File: config.mk
export PLATFORM = sky130hd
export DESIGN_NAME = alu_result_fifo
export DESIGN_NICKNAME = d
export VERILOG_FILES = /design/src/rtl/alu_result_fifo.sv
export SDC_FILE = /design/constraint.sdc
export NUM_CORES = 1
export LEC_CHECK = 0
export CORE_ASPECT_RATIO = 1.25
export CORE_MARGIN = 3
export CORE_UTILIZATION = 43
export CTS_CLUSTER_SIZE = 12
export DETAILED_ROUTE_END_ITERATION = 10
export PLACE_DENSITY = 0.8
export SETUP_SLACK_MARGIN = 0.15
export SYNTH_ARGS = -nofsm -noshare
export SYNTH_HDL_FRONTEND = slang
export SYNTH_SLANG_ARGS = --single-unit
File: constraint.sdc
create_clock -name i_CLK -period 2.15 [get_ports i_CLK]
set_input_delay 0.43 -clock i_CLK [delete_from_list [all_inputs] [get_ports i_CLK]]
set_output_delay 0.43 -clock i_CLK [all_outputs]
set_load 0.02 [all_outputs]
File: src/rtl/alu_result_fifo.sv
// alu_result_fifo: in-order ready/valid buffer for ALU results (Y plus overflow/err flags).
// Optional feature macro: ALU_RESULT_FIFO_STATS_EN adds saturating overflow/error counters.
// o_READY and o_VALID are derived from registered occupancy only, so there is no
// combinational path between the two handshakes.
module alu_result_fifo #(
  parameter int WIDTH = 4,
  parameter int DEPTH = 4,
  localparam int CW = $clog2(DEPTH + 1)
) (
  input  logic             i_CLK,
  input  logic             i_RST,
  input  logic             i_FLUSH,
  input  logic             i_VALID,
  output logic             o_READY,
  input  logic [WIDTH-1:0] i_Y,
  input  logic             i_overflow,
  input  logic             i_err,
  output logic             o_VALID,
  input  logic             i_READY,
  output logic [WIDTH-1:0] o_Y,
  output logic             o_overflow,
  output logic             o_err,
  output logic [CW-1:0]    o_count,
  output logic [7:0]       o_ovf_cnt,
  output logic [7:0]       o_err_cnt
);

  localparam int AW = $clog2(DEPTH);

  logic [WIDTH+1:0] mem [DEPTH];
  logic [AW-1:0]    wr_ptr;
  logic [AW-1:0]    rd_ptr;
  logic [CW-1:0]    count;
  logic             push;
  logic             pop;

  assign o_READY = (count != CW'(DEPTH));
  assign o_VALID = (count != '0);
  assign push    = i_VALID & o_READY;
  assign pop     = o_VALID & i_READY;
  assign o_count = count;

  assign {o_err, o_overflow, o_Y} = mem[rd_ptr];

  // Entry storage; contents are not reset, only the pointers define validity.
  always_ff @(posedge i_CLK) begin
    if (push && !i_RST && !i_FLUSH) begin
      mem[wr_ptr] <= {i_err, i_overflow, i_Y};
    end
  end

  // Pointers and occupancy: reset over flush over handshakes.
  always_ff @(posedge i_CLK) begin
    if (i_RST || i_FLUSH) begin
      wr_ptr <= '0;
      rd_ptr <= '0;
      count  <= '0;
    end else begin
      if (push) wr_ptr <= wr_ptr + AW'(1);
      if (pop)  rd_ptr <= rd_ptr + AW'(1);
      case ({push, pop})
        2'b10:   count <= count + CW'(1);
        2'b01:   count <= count - CW'(1);
        default: count <= count;
      endcase
    end
  end

`ifdef ALU_RESULT_FIFO_STATS_EN
  logic [7:0] ovf_cnt;
  logic [7:0] err_cnt;

  // Saturating result statistics; flush keeps them, only reset clears them.
  always_ff @(posedge i_CLK) begin
    if (i_RST) begin
      ovf_cnt <= '0;
      err_cnt <= '0;
    end else if (!i_FLUSH && push) begin
      if (i_overflow && ovf_cnt != '1) ovf_cnt <= ovf_cnt + 8'd1;
      if (i_err && err_cnt != '1)      err_cnt <= err_cnt + 8'd1;
    end
  end

  assign o_ovf_cnt = ovf_cnt;
  assign o_err_cnt = err_cnt;
`else
  assign o_ovf_cnt = '0;
  assign o_err_cnt = '0;
`endif

endmodule

==> results of run 1 <==
cell usage in the layout (no fill, tap or decap), types with 3 or more instances in the layout:
cell and n:
buf_4 10, clkbuf_8 5, clkdlybuf4s15_2 4, clkdlybuf4s50_1 13, conb_1 16, dfxtp_1 6
dfxtp_4 3, edfxtp_1 24, ha_1 4, inv_1 4, mux4_2 6, nor2_1 7
xor2_1 3
worst max-delay path: cells and delay by family, from the launching register on:
| kind | cells | cell delay [ns] |
|---|---|---|
| AND/OR/NAND/NOR | 3 | 0.88 |
| adder cells (fa/ha/maj) | 2 | 0.44 |
| flip-flops | 1 | 0.34 |
| XOR/XNOR | 1 | 0.16 |
| AO/OA/AOI/OAI | 1 | 0.12 |
| buffers and inverters | 2 | 0.08 |
cell usage after synthesis (2+ instances only):
| cell type | n | area, µm² |
|---|---|---|
| edfxtp_1 | 24 | 721 |
| buf_4 | 16 | 120 |
| dfxtp_1 | 9 | 180 |
| nor2_1 | 7 | 26.3 |
| inv_1 | 6 | 22.5 |
| mux4_2 | 6 | 135 |
| ha_1 | 5 | 62.6 |
| xor2_1 | 3 | 26.3 |
| a21oi_1 | 2 | 10.0 |
| and3_1 | 2 | 12.5 |
| and3_2 | 2 | 15.0 |
| nand2_1 | 2 | 7.51 |
| or3_2 | 2 | 15.0 |
through the flow:
| step | total power, W | hold WS [ns] | area, µm² | utilization | setup slack (ns) |
|---|---|---|---|---|---|
| after floorplan | 0.000815 | 0.469 | 1570 | - | -0.146 |
| after global placement | 0.000845 | 0.481 | 1750 | 0.537 | -0.0920 |
| after detailed placement | 0.000851 | 0.502 | 1750 | 0.537 | -0.175 |
| after CTS | 0.00129 | 0.512 | 1850 | 0.570 | 0.0405 |
| after global routing | 0.00133 | 0.528 | 1850 | 0.569 | 0.0220 |
| final | 0.00127 | 0.501 | 1850 | 0.569 | 0.0652 |
cell families after synthesis:
group / synth area share
buf+inv: 0.110
fa+ha+maj: 0.0556
flops: 0.607
xor+xnor: 0.0236
mux: 0.0977
simple gates: 0.0733
compound gates: 0.0312
other cells: 0.00252
worst max path at each step:
stage                          start          to  slack (ns)  cells past startpoint
after floorplan           o_count[2]  o_count[2]       -0.15                     10
after global placement       i_READY  o_count[2]       -0.09                      8
after detailed placement     i_READY  o_count[2]       -0.17                      8
after CTS                 o_count[1]  o_count[2]        0.04                      9
after global routing      o_count[1]  o_count[2]        0.02                      9
final                     o_count[1]  o_count[2]        0.07                      9
metal layers:
metal	vias to the layer above	wire length [µm]	share of wire	GRT usage
li1	397	-	-	-
met1	399	928	0.35	0.146
met2	28	1460	0.56	0.247
met3	8	185	0.071	0.0577
met4	0	48	0.018	0.0696
met5	-	0	0	0
power groups by stage:
stage	clock network, W	logic (W)	registers (W)
final	0.000434	0.000144	0.000693
after global routing	0.000485	0.000155	0.000694
after CTS	0.000459	0.000143	0.000693
after detailed placement	0	0.000143	0.000709
after global placement	0	0.000137	0.000708
after floorplan	0	0.000104	0.000712
layout make-up:
class                   instances  area [µm²]  share of cell area
clock buffers                   6        72.6              0.0392
flip-flops and latches         33         912               0.493
well taps                      37        46.3              0.0250
repair buffers                 32         285               0.154
multi-input cells              58         500               0.270
clock inverters                 2        10.0             0.00541
inverters                       6        25.0              0.0135
what timing repair did:
action	CTS	global route
pin swaps	4	1
gates resized for setup	21	6
endpoints found under the setup margin	9	8
buffers inserted	2	1
flip-flops by register name (all words and copies together), names as in the netlist, named ones only:
| register | count |
|---|---|
| rd_ptr | 2 |
| mem | 24 |
| wr_ptr | 2 |
| o_count | 3 |
==> results.yml, run 1 <==
setup_path:
  critPathMaxStageDelay_ns: 0.39
  critPathKind: "reg -> reg"
  r2r-end: "o_count[2]"
  rrSetupSlack_ns: 0.07
  crit_slowest_cell: "or3b_4"
  crit_arrival_ns: 2.29
  critPathLaunchType: "flip-flop"
  ff2ff_path_depth: 9
  r2r-start: "o_count[1]"
  path_max_fanout: 2
  crit_path_end_kind: "flip-flop"
  path_cells: "or3b_4 -> and2_4 -> inv_4 -> ha_4 -> inv_2 -> fa_2 -> xor2_1 -> or3_4 -> a21oi_2"
  cp.required_ns: 2.36
synth:
  synth_cells: 101
  ys_types: 28
  yosysSeqAreaShare: 0.607
  synth_area_um2: 1490
  syn_avg_cell_area_um2: 14.7
  yosys_warnings: 0
  synthFlopType: "edfxtp_1"
  ys_async_sr_fraction: 0
  synth-edff-count: 24
  ys_ff_latch: 33
clocking:
  clk_pin_slew_worst_paths_ns: 0.06
  clkSinkCount: 33
  cts_tree: "done"
  clk_latency_ns: 0.28
  cts_buffer_depth: 2
  cts-buffers-inserted: 5
  cts-root-buf: "clkbuf_8"
  htree_levels: 2
  holdBufCountCts: 0
routing:
  drt-pass1-iter-count: 4
  viasPerCell: 4.78
  drt_iter0_drc: 23
  wirelength_um: 2620
  route.detailed.drc: 0
  postRouteAntennaNets: 0
  num_vias: 832
  post_drt_wl_per_cell_um: 15.1
worst_hold_path:
  whs_path_depth: 2
  hold_class: "reg -> reg"
  min_to: "wr_ptr[0]"
  hold_start: "wr_ptr[0]"
final_layout:
  layout.cells.non_filler: 174
  finalNetCount: 153
  fillCellCount: 280
  area_delta_synth_final_pct: 24.7
  layout-drive-gt1-share: 0.350
  diodes: 0
flow_run:
  maxCapViolCount: 0
status:
  status: "finished, final reports clean"
timing:
  skew_ns: 0.00436
  finalCriticalPeriod_ns: 2.08
  post-route-period-util: 0.970
  finalMaxSlewViolations: 0
  setup_tns_ns: 0
  setup_viol: 0
  fmax_ghz: 0.480
  finalHoldViolations: 0
  rsz0062_at_grt: "true"
pwr:
  intPower_w: 0.000975
  pwr_density_cell_nw_per_um2: 687
  pwr-share-comb: 0.113
  cellLeakagePower_nw: 0.694
  seqPwrFrac: 0.545
  p_sw_frac: 0.233
  pwr-share-clk: 0.342
  irDropWorstVdd_mv: 0.449
  p_sw_w: 0.000296
grt:
  overflow: 0
  grt_max_degree: 11
  grt_util_all_layers: 0.143
  grt_pass1_wl_um: 4330
  grt_antenna_before_repair: 0
  grt_pass1_vias: 885
floorplanning:
  die_y_um: 71.7
  start_util: 0.457
  rows: 23
  ios: 38
  die_w_um: 58.6
  core_area_um2: 3250
  die_area_um2: 4200
placed_design:
  dp_cells: 163
  hpwl_um: 1940
  port_buffers: 21
  place.gp.congestion: 0.706
Power figures use the tool's default switching activity.
==> inputs of run 2 (changes only) <==
--- a/config.mk
+++ b/config.mk
@@ -11,7 +11,9 @@
 export CTS_CLUSTER_SIZE = 12
 export DETAILED_ROUTE_END_ITERATION = 10
 export PLACE_DENSITY = 0.8
+export REMOVE_ABC_BUFFERS = 1
 export SETUP_SLACK_MARGIN = 0.15
+export SLEW_MARGIN = 40
 export SYNTH_ARGS = -nofsm -noshare
 export SYNTH_HDL_FRONTEND = slang
 export SYNTH_SLANG_ARGS = --single-unit
==> run 2 against run 1 <==
Clock power rose by 26%. Worst setup slack improved by 0.0020 ns. Register-to-register slack about the same. Maximum frequency about the same. Critical path depth stayed put. Clock skew rose by 0.0048 ns. Combinational power hardly changed. Sequential cell count stayed put. Die area unchanged. Global-route usage decreased by 1.6 points. Cell count unchanged. Critical path type unchanged. Design area rose by 0.88%.
==> results.yml, run 2 (synthesized netlist as in run 1, its figures left out) <==
worst_hold_path:
  hold_class: "reg -> reg"
timing:
  post-route-period-util: 0.969
  finalMaxSlewViolations: 0
  fmax_ghz: 0.480
  skew_ns: 0.00912
  finalHoldViolations: 0
  finalCriticalPeriod_ns: 2.08
  setup_viol: 0
  rsz0062_at_grt: "true"
grt:
  grt_max_degree: 11
  overflow: 0
  gr-usage-met1: 0.127
  grt_pass1_vias: 889
  grt_pass1_wl_um: 3970
  grt.busiest_layer: "met2"
  grtUsageMet3: 0.0414
  grt_use_met2: 0.242
  grt_util_all_layers: 0.127
  grt_antenna_before_repair: 0
routing:
  drt_iter0_drc: 12
  num_vias: 860
  viasPerCell: 4.94
  route.detailed.drc: 0
  drt-pass1-iter-count: 4
  post_drt_wl_per_cell_um: 15.0
  postRouteAntennaNets: 0
  wirelength_um: 2610
final_layout:
  final_cell_mix: "edfxtp_1 (24), conb_1 (16), clkdlybuf4s50_1 (13)"
  finish.utilization: 0.574
  fillCellCount: 273
  finalNetCount: 153
  mostFrequentLayoutCell: "edfxtp_1"
  diodes: 0
  layout-drive-gt1-share: 0.321
  top_register: "mem"
  layout.cells.non_filler: 174
  largest_reg_flops: 24
  area_delta_synth_final_pct: 25.8
clocking:
  cts_buffer_depth: 2
  cts_tree: "done"
  clkSinkCount: 33
  htree_levels: 2
  cts-root-buf: "clkbuf_8"
  clk_latency_ns: 0.28
  cts-buffers-inserted: 5
  clk_pin_slew_worst_paths_ns: 0.06
setup_path:
  crit_path_end_kind: "flip-flop"
  critPathKind: "reg -> reg"
  critPathMaxStageDelay_ns: 0.39
  cp.required_ns: 2.36
  path_cells: "or3b_4 -> and2_4 -> inv_4 -> ha_4 -> inv_1 -> fa_2 -> xor2_1 -> or3_4 -> a21oi_2"
  crit_arrival_ns: 2.29
  crit_buf_inv: 2
  critical_path.top_delay_family: "simple AND/OR/NAND/NOR gates"
  path_max_fanout: 2
  critPathLaunchType: "flip-flop"
  crit_slowest_cell: "or3b_4"
pwr:
  total_power_w: 0.00139
  pwr_density_cell_nw_per_um2: 744
  irDropWorstVdd_mv: 0.505
  cellLeakagePower_nw: 0.702
status:
  status: "finished, final reports clean"
placed_design:
  port_buffers: 21
  place.gp.congestion: 0.776
  dp_cells: 165
  hpwl_um: 1980
floorplanning:
  die_y_um: 71.7
  die_area_um2: 4200
  start_util: 0.457
  ios: 38
  core_area_um2: 3250
  die_w_um: 58.6
  rows: 23
flow_run:
  maxCapViolCount: 0
## run 2: per-layer routing
metal	vias up	part of all wire
li1	399	-
met1	415	0.36
met2	42	0.56
met3	4	0.073
met4	0	0.0073
met5	-	0
## run 2: worst register-to-register path, stage by stage (launching register included)
cell and delay (ns):
dfxtp_2 0.32, or3b_4 0.39, and2_4 0.16, inv_4 0.05
ha_4 0.12, inv_1 0.05, fa_2 0.33, xor2_1 0.16
or3_4 0.33, a21oi_2 0.11
## run 2: final timing paths
| path | start | depth (start not counted) | slack (ns) | end |
|---|---|---|---|---|
| min reg2reg | wr_ptr[0] | 2 | 0.52 | wr_ptr[0] |
| max reg2reg | o_count[1] | 9 | 0.07 | o_count[2] |
| min | wr_ptr[0] | 2 | 0.52 | wr_ptr[0] |
| max | o_count[1] | 9 | 0.07 | o_count[2] |
## run 2: what timing repair did
| action | 4_1_cts | 5_1_grt |
|---|---|---|
| hold buffers | 0 | 0 |
| setup buffers | 1 | 0 |
| setup endpoints to repair | 9 | 6 |
| pin swaps | 3 | 0 |
| gates resized for setup | 25 | 5 |
## run 2: through the flow
step                cell area (µm²)  setup WS, ns  hold slack, ns  setup TNS (ns)
finish                         1870        0.0672           0.522               0
detailed placement             1750        -0.299           0.515          -0.299
global placement               1750        -0.220           0.476          -0.220
floorplan                      1400        -0.359           0.469          -0.375
global route                   1870        0.0111           0.545               0
CTS                            1890        0.0666           0.524               0
## run 2: report_power, final
| group | switching, W | internal (W) | total (W) |
|---|---|---|---|
| logic | 0.0000823 | 0.0000627 | 0.000145 |
| clock network | 0.000207 | 0.000342 | 0.000548 |
| registers | 0.00000447 | 0.000691 | 0.000696 |
## run 2: layout make-up
| cell class | count | area [µm²] | area share |
|---|---|---|---|
| timing repair buffer | 32 | 287 | 0.153 |
| inverter | 6 | 25.0 | 0.0134 |
| sequential | 33 | 903 | 0.484 |
| clock inverter | 2 | 33.8 | 0.0181 |
| tap | 37 | 46.3 | 0.0248 |
| multi-input combinational | 58 | 500 | 0.268 |
| clock buffer | 6 | 72.6 | 0.0388 |
==> inputs of run 3 (changes only) <==
--- a/config.mk
+++ b/config.mk
@@ -8,6 +8,7 @@
 export CORE_ASPECT_RATIO = 1.25
 export CORE_MARGIN = 3
 export CORE_UTILIZATION = 43
+export CTS_BUF_LIST = sky130_fd_sc_hd__clkbuf_4 sky130_fd_sc_hd__clkbuf_8 sky130_fd_sc_hd__clkbuf_16
 export CTS_CLUSTER_SIZE = 12
 export DETAILED_ROUTE_END_ITERATION = 10
 export PLACE_DENSITY = 0.8
==> run 3 against run 2 <==
Die area unchanged. Core utilization up 0.12 points. Critical path depth unchanged. Combinational power about the same. Non-clock buffer count unchanged. Global-route usage up 0.19 points. Sequential cell count unchanged. Total power up 1.0%. Largest power group unchanged.
==> results.yml, run 3 (synthesized netlist as in run 1, its figures left out) <==
status:
  status: "finished, final reports clean"
worst_hold_path:
  whs_path_depth: 2
  hold_class: "reg -> reg"
final_layout:
  diodes: 0
  top_register: "mem"
  finalNetCount: 153
  final_cell_mix: "edfxtp_1 (24), conb_1 (16), clkdlybuf4s50_1 (13)"
  layout-drive-gt1-share: 0.328
  mostFrequentLayoutCell: "edfxtp_1"
  largest_reg_flops: 24
  fillCellCount: 271
  area_delta_synth_final_pct: 26.0
  multi_input_comb_area_um2: 500
  area.sequential_um2: 903
  final_area_um2: 1870
  finish.utilization: 0.576
placed_design:
  port_buffers: 21
  hpwl_um: 1980
  place.gp.congestion: 0.776
  post_dp_cell_area_um2: 1750
pwr:
  p_sw_frac: 0.210
  pwr-share-comb: 0.103
  pwr-share-clk: 0.401
  total_power_w: 0.00140
  pwr_density_cell_nw_per_um2: 750
  cellLeakagePower_nw: 0.706
  intPower_w: 0.00111
  seqPwrFrac: 0.496
  irDropWorstVdd_mv: 0.517
  p_sw_w: 0.000295
routing:
  viasPerCell: 4.94
  drt_iter0_drc: 14
  route.detailed.drc: 0
  postRouteAntennaNets: 0
  num_vias: 860
  drt-pass1-iter-count: 5
  wirelength_um: 2610
  post_drt_wl_per_cell_um: 15.0
floorplanning:
  core_area_um2: 3250
  ios: 38
  die_w_um: 58.6
  die_y_um: 71.7
  rows: 23
  die_area_um2: 4200
  start_util: 0.457
clocking:
  clk_latency_ns: 0.28
  clk_pin_slew_worst_paths_ns: 0.06
  cts_buffer_depth: 2
  cts-buffers-inserted: 5
  clkSinkCount: 33
  cts-root-buf: "clkbuf_8"
  htree_levels: 2
  cts_tree: "done"
grt:
  overflow: 0
  grt_util_all_layers: 0.128
  grt_pass1_vias: 890
  grt_max_degree: 11
  grt_pass1_wl_um: 4000
  grt_antenna_before_repair: 0
timing:
  hold_ws_ns: 0.521
  post-route-period-util: 0.969
  skew_ns: 0.00917
  setup_tns_ns: 0
  finalMaxSlewViolations: 0
  fmax_ghz: 0.480
  setup_viol: 0
  finalCriticalPeriod_ns: 2.08
  rsz0062_at_grt: "true"
  finalHoldViolations: 0
setup_path:
  path_max_fanout: 2
  crit_arrival_ns: 2.29
  crit_path_end_kind: "flip-flop"
  ff2ff_path_depth: 9
  critPathLaunchType: "flip-flop"
  cp.required_ns: 2.36
  critPathKind: "reg -> reg"
flow_run:
  maxCapViolCount: 0
run 3: cell counts in the layout (fill, tap and decap cells not counted):
No cell type changed its count.
run 3: per-layer routing:
metal / up-vias / part of all wire / GRT usage
met1: 419 / 0.37 / 0.128
met2: 38 / 0.55 / 0.243
met4: 0 / 0.0096 / 0.0412
li1: 399 / - / -
met3: 4 / 0.067 / 0.0414
met5: - / 0 / 0
run 3: power by group through the flow:
| stage | combinational (W) | clock [W] | sequential (W) |
|---|---|---|---|
| after floorplan | 0.0000719 | 0 | 0.000714 |
| after global placement | 0.000136 | 0 | 0.000709 |
| after detailed placement | 0.000143 | 0 | 0.000709 |
| after CTS | 0.000145 | 0.000569 | 0.000696 |
| after global routing | 0.000156 | 0.000594 | 0.000696 |
| final | 0.000145 | 0.000562 | 0.000696 |
run 3: metrics by stage:
stage	instances	setup slack (ns)
after floorplan	97	-0.359
after global placement	165	-0.220
after detailed placement	165	-0.299
after CTS	174	0.0666
after global routing	174	0.0111
final	174	0.0671
run 3: repair_timing:
item / 4_1_cts / 5_1_grt
setup buffers: 1 / 0
resized for setup: 25 / 5
hold buffers: 0 / 0
pin swaps: 3 / 0
endpoints found under the setup margin: 9 / 6
run 3: critical path, stage by stage, from the launching register on:
cell and delay, ns:
dfxtp_2 0.32, or3b_4 0.39, and2_4 0.16, inv_4 0.05, ha_4 0.12, inv_1 0.05, fa_2 0.33, xor2_1 0.16
or3_4 0.33, a21oi_2 0.11
run 3: area by class of cell:
class | count | area share
clock buffer | 6 | 0.0408
clock inverter | 2 | 0.0180
inverter | 6 | 0.0134
multi-input combinational | 58 | 0.267
sequential | 33 | 0.483
tap | 37 | 0.0247
timing repair buffer | 32 | 0.153
run 3: path summary, 6_finish.rpt:
path | slack (ns) | startpoint | endpoint
setup reg to reg | 0.07 | o_count[1] | o_count[2]
hold reg to reg | 0.52 | wr_ptr[0] | wr_ptr[0]
setup / recovery | 0.07 | o_count[1] | o_count[2]
hold / removal | 0.52 | wr_ptr[0] | wr_ptr[0]
